File: config.mk
export PLATFORM = sky130hd
export DESIGN_NAME = cmd_tx_wrapper
export DESIGN_NICKNAME = d
export VERILOG_FILES = /design/src/rtl/cmd_tx_wrapper.sv
export SDC_FILE = /design/constraint.sdc
export NUM_CORES = 1
export LEC_CHECK = 0
export CAP_MARGIN = 20
export CORE_ASPECT_RATIO = 0.75
export CORE_MARGIN = 1.5
export CORE_UTILIZATION = 48
export CTS_CLUSTER_SIZE = 8
export DETAILED_ROUTE_END_ITERATION = 10
export PLACE_DENSITY_LB_ADDON = 0.12
export SYNTH_ARGS = -nofsm -noshare
export SYNTH_HDL_FRONTEND = slang
export SYNTH_SLANG_ARGS = --single-unit
File: constraint.sdc
create_clock -name clk -period 4.61 [get_ports clk]
set_clock_uncertainty 0.15 [all_clocks]
set_input_delay 0.922 -clock clk [delete_from_list [all_inputs] [get_ports clk]]
set_output_delay 0.922 -clock clk [all_outputs]
set_load 0.02 [all_outputs]
File: src/rtl/cmd_tx_wrapper.sv
// UART command transmitter: sends a 16-bit command as two 8N1 frames (high byte first).
// Optional one-entry request holding register enabled by defining CMD_TX_QUEUE_EN.
module cmd_tx_wrapper #(
    parameter int BAUD_DIV = 2604
) (
    input  logic        clk,
    input  logic        rst,
    input  logic [15:0] cmd,
    input  logic        snd_cmd,
    output logic        TX,
    output logic        busy,
    output logic        cmd_cmplt
);

    typedef enum logic [1:0] {IDLE, HIGH, LOW} state_t;

    localparam logic [11:0] BAUD_LAST = 12'(BAUD_DIV - 1);

    state_t      state, state_nxt;
    logic [9:0]  shift, shift_nxt;
    logic [3:0]  bit_cnt, bit_cnt_nxt;
    logic [11:0] baud_cnt, baud_cnt_nxt;
    logic [7:0]  low_byte;
    logic        busy_nxt, cmplt_nxt;
    logic        baud_end;
    logic        load_word;
    logic [15:0] load_src;
`ifdef CMD_TX_QUEUE_EN
    logic [15:0] hold_word;
    logic        hold_vld, hold_vld_nxt;
    logic        hold_load;
`endif

    // TX is the low bit of the frame shift register, so it is always registered.
    assign TX = shift[0];

    always_comb begin
        state_nxt    = state;
        shift_nxt    = shift;
        bit_cnt_nxt  = bit_cnt;
        baud_cnt_nxt = baud_cnt;
        busy_nxt     = busy;
        cmplt_nxt    = cmd_cmplt;
        load_word    = 1'b0;
        load_src     = cmd;
        baud_end     = (baud_cnt == BAUD_LAST);
`ifdef CMD_TX_QUEUE_EN
        hold_vld_nxt = hold_vld;
        hold_load    = 1'b0;
`endif
        case (state)
            IDLE: begin
                if (snd_cmd) begin
                    state_nxt = HIGH;
                    load_word = 1'b1;
                    busy_nxt  = 1'b1;
                    cmplt_nxt = 1'b0;
                end
            end
            default: begin
                if (!baud_end) begin
                    baud_cnt_nxt = baud_cnt + 12'd1;
                end else begin
                    baud_cnt_nxt = '0;
                    if (bit_cnt != 4'd9) begin
                        shift_nxt   = {1'b1, shift[9:1]};
                        bit_cnt_nxt = bit_cnt + 4'd1;
                    end else begin
                        bit_cnt_nxt = '0;
                        if (state == HIGH) begin
                            // Low-byte start bit follows the high-byte stop bit with no gap.
                            state_nxt = LOW;
                            shift_nxt = {1'b1, low_byte, 1'b0};
                        end else
`ifdef CMD_TX_QUEUE_EN
                        if (hold_vld) begin
                            state_nxt    = HIGH;
                            load_word    = 1'b1;
                            load_src     = hold_word;
                            hold_vld_nxt = 1'b0;
                        end else if (snd_cmd) begin
                            state_nxt = HIGH;
                            load_word = 1'b1;
                        end else
`endif
                        begin
                            state_nxt = IDLE;
                            busy_nxt  = 1'b0;
                            cmplt_nxt = 1'b1;
                            shift_nxt = '1;
                        end
                    end
                end
            end
        endcase

        if (load_word) begin
            shift_nxt    = {1'b1, load_src[15:8], 1'b0};
            bit_cnt_nxt  = '0;
            baud_cnt_nxt = '0;
        end

`ifdef CMD_TX_QUEUE_EN
        // A request that arrives while busy parks in the hold slot unless it was chained directly.
        if (state != IDLE && snd_cmd && !hold_vld && !load_word) begin
            hold_load    = 1'b1;
            hold_vld_nxt = 1'b1;
        end
`endif
    end

    always_ff @(posedge clk) begin
        if (rst) begin
            state     <= IDLE;
            shift     <= '1;
            bit_cnt   <= '0;
            baud_cnt  <= '0;
            busy      <= 1'b0;
            cmd_cmplt <= 1'b0;
`ifdef CMD_TX_QUEUE_EN
            hold_vld  <= 1'b0;
`endif
        end else begin
            state     <= state_nxt;
            shift     <= shift_nxt;
            bit_cnt   <= bit_cnt_nxt;
            baud_cnt  <= baud_cnt_nxt;
            busy      <= busy_nxt;
            cmd_cmplt <= cmplt_nxt;
`ifdef CMD_TX_QUEUE_EN
            hold_vld  <= hold_vld_nxt;
`endif
        end
    end

    // Data words carry no reset; they are only read after being loaded.
    always_ff @(posedge clk) begin
        if (load_word) low_byte <= load_src[7:0];
`ifdef CMD_TX_QUEUE_EN
        if (hold_load) hold_word <= cmd;
`endif
    end

endmodule

==> run summary, run 1 <==
Max-Cap Viols: 0
CP max stage delay: 0.53 ns
Total GRT Usage: 0.2057
Wire per inst: 14.82 µm
Setup WS pre-CTS: 1.225 ns
Total Neg Setup Slack: 0 ns
Endpoints failing hold: 0
Slew @ Worst Pin: 0.8086 ns
RSZ-0062 raised after global routing: false
Clock Latency Late Sink: 0.28 ns
N_diodes: 0
Initial DRC count: 90
H-tree depth: 2
Area of the die: 3868 µm²
Routed vias/inst: 5.803
Startpoint types: input port
IO Count: 22
Share of layout cells above drive strength 1: 0.07071
Avg Cell Area, Syn: 9.494 µm²
Tightest Hold Check Type: reg2reg
Fraction of registers with async set/reset: 0
Total power: 645.8 µW
Synth Warn #: 0
CTS Hold Bufs: 0
Gp weighted congestion: 0.7826
CTS resizes: 0
Simple-gate share of the synthesized area: 0.2681
FP Rows: 18
Top cells by instance count after synthesis: 29 x dfxtp_1, 18 x nor2_1, 13 x nor3_1, 13 x o21ai_0, 10 x or3_1
Vias in the first global route: 1290
First-pass iteration count of the detailed router: 4
Fin worst setup slack: 1.500 ns
CTS root buf: clkbuf_8
CORE AREA: 3311 µm²
Worst Path Required: 4.67 ns
Routed Antenna Nets: 0
Initial antenna violation count: 0
Post-synthesis compound-gate area fraction: 0.1310
Area fraction of the dominant cell type after synthesis: 0.3455
Sinks on Clock Net: 37
Post-synthesis register bit count: 37
Buffers on Ports: 21
Sequential element share of the synthesized area: 0.4885
CP cell instances: clkdlybuf4s50_1 > nand2_1 > inv_1 > nor2_1 > nand2_1 > a21oi_1
Post-synth top flop: dfxtp_1
Core Util, Final: 0.6081
Static Leak: 0.6328 nW
First-pass GRT wire length: 6030 µm
Layout area overhead: 19.81%
Total number of vias: 1381
Setup violators final: 0
Main combinational cell family by area after synthesis: simple AND/OR/NAND/NOR gates
Die W: 71.32 µm
CP Capture Type: register
CP max-delay cell: nor2_1
Post-CTS setup buffer count: 0
Post-Syn Nets: 197
Post-synth EDFFs: 8
Fin nets: 217
Clock transition at path regs: 0.07 ns
Top-count cell post-synth: dfxtp_1
Maximum vdd drop: 0.2213 mV
Largest net degree at the start of global routing: 23
Deepest clock path buffer count: 2
Die height: 54.24 µm
Synthesized instance count: 177
Cell Area, Synth: 1680 µm²
PwrDens: 320.8 nW/µm²
F_max: 321.5 MHz
FILL cells: 281
Distinct cell type count after synthesis: 38
Initial Utilization: 0.5076
Final min period: 3.110 ns
CTS tree: yes
Post-Route WL: 3526 µm
Fin. max-slew vios: 0
Post-synthesis mux area share: 0.01191
Adder-cell area share of the yosys netlist: 0.007446
Top post-synthesis cells by area: dfxtp_1 35%, edfxtp_1 14%, xnor2_1 4.2%
Post-DP HPWL: 2399 µm
Status: finished, final reports clean
Synth Area in XOR/XNOR: 0.06255
Num CTS Buffers: 5
Slew headroom: 0.4569
CP arrival: 3.17 ns
Total gr overflow: 0
Most frequent CP cell: nand2_1
Crit-path max FO: 20
Leading area contributor after synthesis: dfxtp_1
Part of the cycle the worst path needs: 0.6747
Setup CP Type: in2reg
Drt drc: 0
worst paths after layout:
| kind | endpoint | start | cells past startpoint | slack [ns] |
|---|---|---|---|---|
| max | baud_cnt[1] | snd_cmd | 6 | 1.50 |
| min | baud_cnt[1] | baud_cnt[1] | 2 | 0.33 |
| max reg2reg | baud_cnt[1] | state[1] | 6 | 1.86 |
| min reg2reg | baud_cnt[1] | baud_cnt[1] | 2 | 0.33 |
registers in the layout, indices dropped and copies added, names as in the netlist:
name / count
busy: 1
state: 2
baud_cnt: 12
cmd_cmplt: 1
low_byte: 8
shift: 9
bit_cnt: 4
critical path, delay by kind of cell:
family                 cells  cell delay (ns)
AO/OA/AOI/OAI              1             0.21
AND/OR/NAND/NOR            3             1.22
buffers and inverters      2             0.81
logic make-up after synthesis:
kind of cell    after synthesis
compound gates               35
xor+xnor                     12
fa+ha+maj                     1
buf+inv                      13
flops                        37
mux                           2
simple gates                 77
metrics by stage:
stage          instances  hold WS, ns  area, µm²
2_1_floorplan        177       0.2981       1680
3_3_place_gp         230       0.3079       1912
3_5_place_dp         230       0.3267       1912
4_1_cts              238       0.3366       2013
5_1_grt              238       0.3637       2013
6_report             238       0.3320       2013
metal layers:
metal  GRT usage  part of all wire
met1      0.2870              0.52
met2      0.3056              0.42
met3     0.05525             0.046
met4     0.08491             0.013
met5           0                 0
report_power, final:
group	leakage (nW)	switching, mW	total [mW]	internal (mW)
registers	0.313	0.00659	0.351	0.344
logic	0.266	0.0272	0.0524	0.0252
clock network	0.0542	0.107	0.242	0.135
layout make-up:
| cell class | count | area, µm² | share of cell area |
|---|---|---|---|
| Inverter | 4 | 15.01 | 0.007458 |
| Sequential cell | 37 | 820.8 | 0.4077 |
| Timing Repair Buffer | 22 | 217.7 | 0.1081 |
| Multi-Input combinational cell | 127 | 808.3 | 0.4015 |
| Tap cell | 40 | 50.05 | 0.02486 |
| Clock buffer | 7 | 96.34 | 0.04786 |
| Clock inverter | 1 | 5.005 | 0.002486 |
cells in the final DEF (no fill, tap or decap):
cell type        instances
nor4_1                   9
a31oi_1                  3
nand4_1                  1
or2_2                    1
o21ai_1                  1
o21a_1                   1
a21oi_1                  6
o211ai_1                 1
or4b_4                   1
nor3_1                  13
nor4bb_1                 1
dfxtp_1                 29
or4_1                    1
o31a_1                   1
clkbuf_8                 7
edfxtp_1                 8
nand4bb_1                2
clkdlybuf4s50_1         21
ha_1                     1
a211oi_1                 1
xnor2_1                  8
nand3b_1                 1
mux2i_1                  2
inv_1                    4
nor3b_1                  1
nand3_1                  4
o2111ai_1                1
buf_4                    1
nor4_4                   1
or4_4                    2
nor2_1                  18
nor2b_1                  1
nand2b_1                 2
clkinv_2                 1
nand4b_1                 1
or3_1                   10
nand2_1                  7
xor2_1                   4
o21ai_0                 13
a311oi_1                 7
No activity file was read; power rests on OpenSTA's default activity.
==> run 2, diff against run 1 <==
==> constraint.sdc (replaced) <==
create_clock -name clk -period 2.76 [get_ports clk]
set_clock_uncertainty 0.15 [all_clocks]
set_input_delay 0.552 -clock clk [delete_from_list [all_inputs] [get_ports clk]]
set_output_delay 0.552 -clock clk [all_outputs]
set_load 0.02 [all_outputs]
==> run 2 against run 1 <==
- non-clock buffer count increased by 4
- hold slack improved by 0.0021 ns
- critical endpoint is now state[1]
- largest power group unchanged
- flip-flop and latch count stayed put
- critical path type is now reg2reg
- sequential power increased by 67%
==> run summary, run 2 (same netlist as run 1, synthesis figures left out) <==
Share of power burned in registers: 0.562 (was 0.544)
Die W: 71.32 µm (unchanged)
Post-Route WL: 3734 µm (was 3526 µm)
Setup CP Type: reg2reg (was in2reg)
IO Count: 22 (unchanged)
Vias in the first global route: 1339 (was 1290)
Sinks on Clock Net: 37 (unchanged)
H-tree depth: 2 (unchanged)
FF-to-FF setup slack: 0.52 ns (was 1.86 ns)
Int Pwr: 796.1 µW (was 504.7 µW)
WHS Endpoint: baud_cnt[1] (unchanged)
Die height: 54.24 µm (unchanged)
Met2 global-route usage: 0.3472 (was 0.3056)
Combinational share of power: 0.090 (was 0.081)
CTS resizes: 0 (unchanged)
Largest net degree at the start of global routing: 22 (was 23)
Routed Antenna Nets: 0 (unchanged)
CTS root buf: clkbuf_8 (unchanged)
PwrDens: 515.6 nW/µm² (was 320.8 nW/µm²)
CP arrival: 2.31 ns (was 3.17 ns)
N_diodes: 0 (unchanged)
Hold Slack: 0.3341 ns (was 0.3320 ns)
Slew @ Worst Pin: 0.6556 ns (was 0.8086 ns)
Initial antenna violation count: 0 (unchanged)
Initial DRC count: 60 (was 90)
Final non-filler cell total: 242 (was 238)
Final min period: 2.243 ns
First-pass iteration count of the detailed router: 5 (was 4)
Hold Crit Depth: 2 (unchanged)
First-pass GRT wire length: 6147 µm (was 6030 µm)
Wire per inst: 15.43 µm (was 14.82 µm)
CTS Hold Bufs: 0 (unchanged)
Post-DP HPWL: 2556 µm (was 2399 µm)
Most used routing layer: met2 (unchanged)
Static Leak: 0.6434 nW (was 0.6328 nW)
Drt drc: 0 (unchanged)
Largest register FFs: 12 (unchanged)
Core Util, Final: 0.6115 (was 0.6081)
Top reg by flops: baud_cnt (unchanged)
Hold Startpoint: baud_cnt[1] (unchanged)
Sw Share: 0.2373 (was 0.2185)
Buffers on Ports: 21 (unchanged)
Total Neg Setup Slack: 0 ns (unchanged)
Deepest clock path buffer count: 2 (unchanged)
Tightest Hold Check Type: reg2reg (unchanged)
Total number of vias: 1406 (was 1381)
Worst Path Required: 2.83 ns (was 4.67 ns)
Max-Cap Viols: 0 (unchanged)
Total gr overflow: 0 (unchanged)
Num CTS Buffers: 5 (unchanged)
Total GRT Usage: 0.2100 (was 0.2057)
R2r endpoint: state[1] (was baud_cnt[1])
GR Util met1: 0.2675 (was 0.2870)
Maximum vdd drop: 0.3882 mV (was 0.2213 mV)
Largest regs: baud_cnt x12, shift x9, low_byte x8 (unchanged)
CTS tree: yes (unchanged)
FILL cells: 287 (was 281)
Slew headroom: 0.5583 (was 0.4569)
Commonest non-fill, non-tap cell in the layout: dfxtp_1 (unchanged)
Initial Utilization: 0.5076 (unchanged)
FP Rows: 18 (unchanged)
Fin nets: 221 (was 217)
RSZ-0062 raised after global routing: false (unchanged)
Placed cells: 234 (was 230)
Post-CTS setup buffer count: 0 (unchanged)
Part of the cycle the worst path needs: 0.8127
Net Sw Power: 247.6 µW (was 141.1 µW)
Share of layout cells above drive strength 1: 0.08416 (was 0.07071)
Setup violators final: 0 (unchanged)
Endpoints failing hold: 0 (unchanged)
Crit-path max FO: 5 (was 20)
Most frequent cells in the layout: 29 x dfxtp_1, 21 x clkdlybuf4s50_1, 18 x nor2_1 (unchanged)
Clk pwr share: 0.348 (was 0.375)
CP Capture Type: register (unchanged)
Status: finished, final reports clean (unchanged)
CORE AREA: 3311 µm² (unchanged)
M3 GR Usage: 0.05341 (was 0.05525)
Startpoint types: register (was input port)
Routed vias/inst: 5.810 (was 5.803)
Area of the die: 3868 µm² (unchanged)
Clock transition at path regs: 0.08 ns (was 0.07 ns)
R2R depth: 4 (was 6)
Reg-to-reg startpoint: baud_cnt[7] (was state[1])
F_max: 445.8 MHz
Clock Latency Late Sink: 0.29 ns (was 0.28 ns)
Layout area overhead: 20.48% (was 19.81%)
Gp weighted congestion: 0.7671 (was 0.7826)
Fin. max-slew vios: 0 (unchanged)
run 2: cell count changes in the layout (fill, tap and decap cells not counted):
cell / previous run / this run
buf_4: 1 / 5
clkbuf_1: 0 / 1
clkbuf_8: 7 / 5
clkinv_2: 1 / 2
run 2: metal layers:
metal  vias up  part of all wire  routed length (µm)
li1        711                 -                   -
met1       655              0.49                1845
met2        34              0.44                1643
met3         6             0.050                 186
met4         0             0.016                  59
met5         -                 0                   0
run 2: critical path, stage by stage, from the launching register on:
cell and delay, ns:
dfxtp_1 0.36, or4b_4 0.58, or4_4 0.57, or3_1 0.35, a21oi_1 0.15
run 2: layout make-up:
class | instances | area, µm² | area share
sequential | 37 | 820.8 | 0.4054
clock buffer | 6 | 72.57 | 0.03585
multi-input combinational | 127 | 808.3 | 0.3993
timing repair buffer | 26 | 247.7 | 0.1224
inverter | 4 | 15.01 | 0.007417
clock inverter | 2 | 10.01 | 0.004944
tap | 40 | 50.05 | 0.02472
run 2: power by group through the flow:
stage / clock, mW / sequential [mW] / combinational (mW)
2_1_floorplan: 0 / 0.599 / 0.0439
3_3_place_gp: 0 / 0.597 / 0.0916
3_5_place_dp: 0 / 0.598 / 0.0938
4_1_cts: 0.373 / 0.586 / 0.0943
5_1_grt: 0.388 / 0.589 / 0.102
6_report: 0.364 / 0.586 / 0.0938
run 2: through the flow:
step / cell area (µm²) / power (mW) / setup slack (ns)
after floorplan: 1680 / 0.6427 / 0.6313
after global placement: 1942 / 0.6891 / 0.4329
after detailed placement: 1942 / 0.6923 / 0.3642
after CTS: 2024 / 1.053 / 0.5256
after global routing: 2024 / 1.079 / 0.4451
final: 2024 / 1.044 / 0.5170
run 2: worst max-delay path by stage:
stage	cells after the start	end	slack [ns]	from
finish	4	state[1]	0.52	baud_cnt[7]
CTS	4	state[1]	0.53	baud_cnt[7]
global placement	6	baud_cnt[1]	0.43	snd_cmd
detailed placement	6	baud_cnt[1]	0.36	snd_cmd
floorplan	4	state[1]	0.63	baud_cnt[7]
global route	4	baud_cnt[0]	0.45	baud_cnt[7]
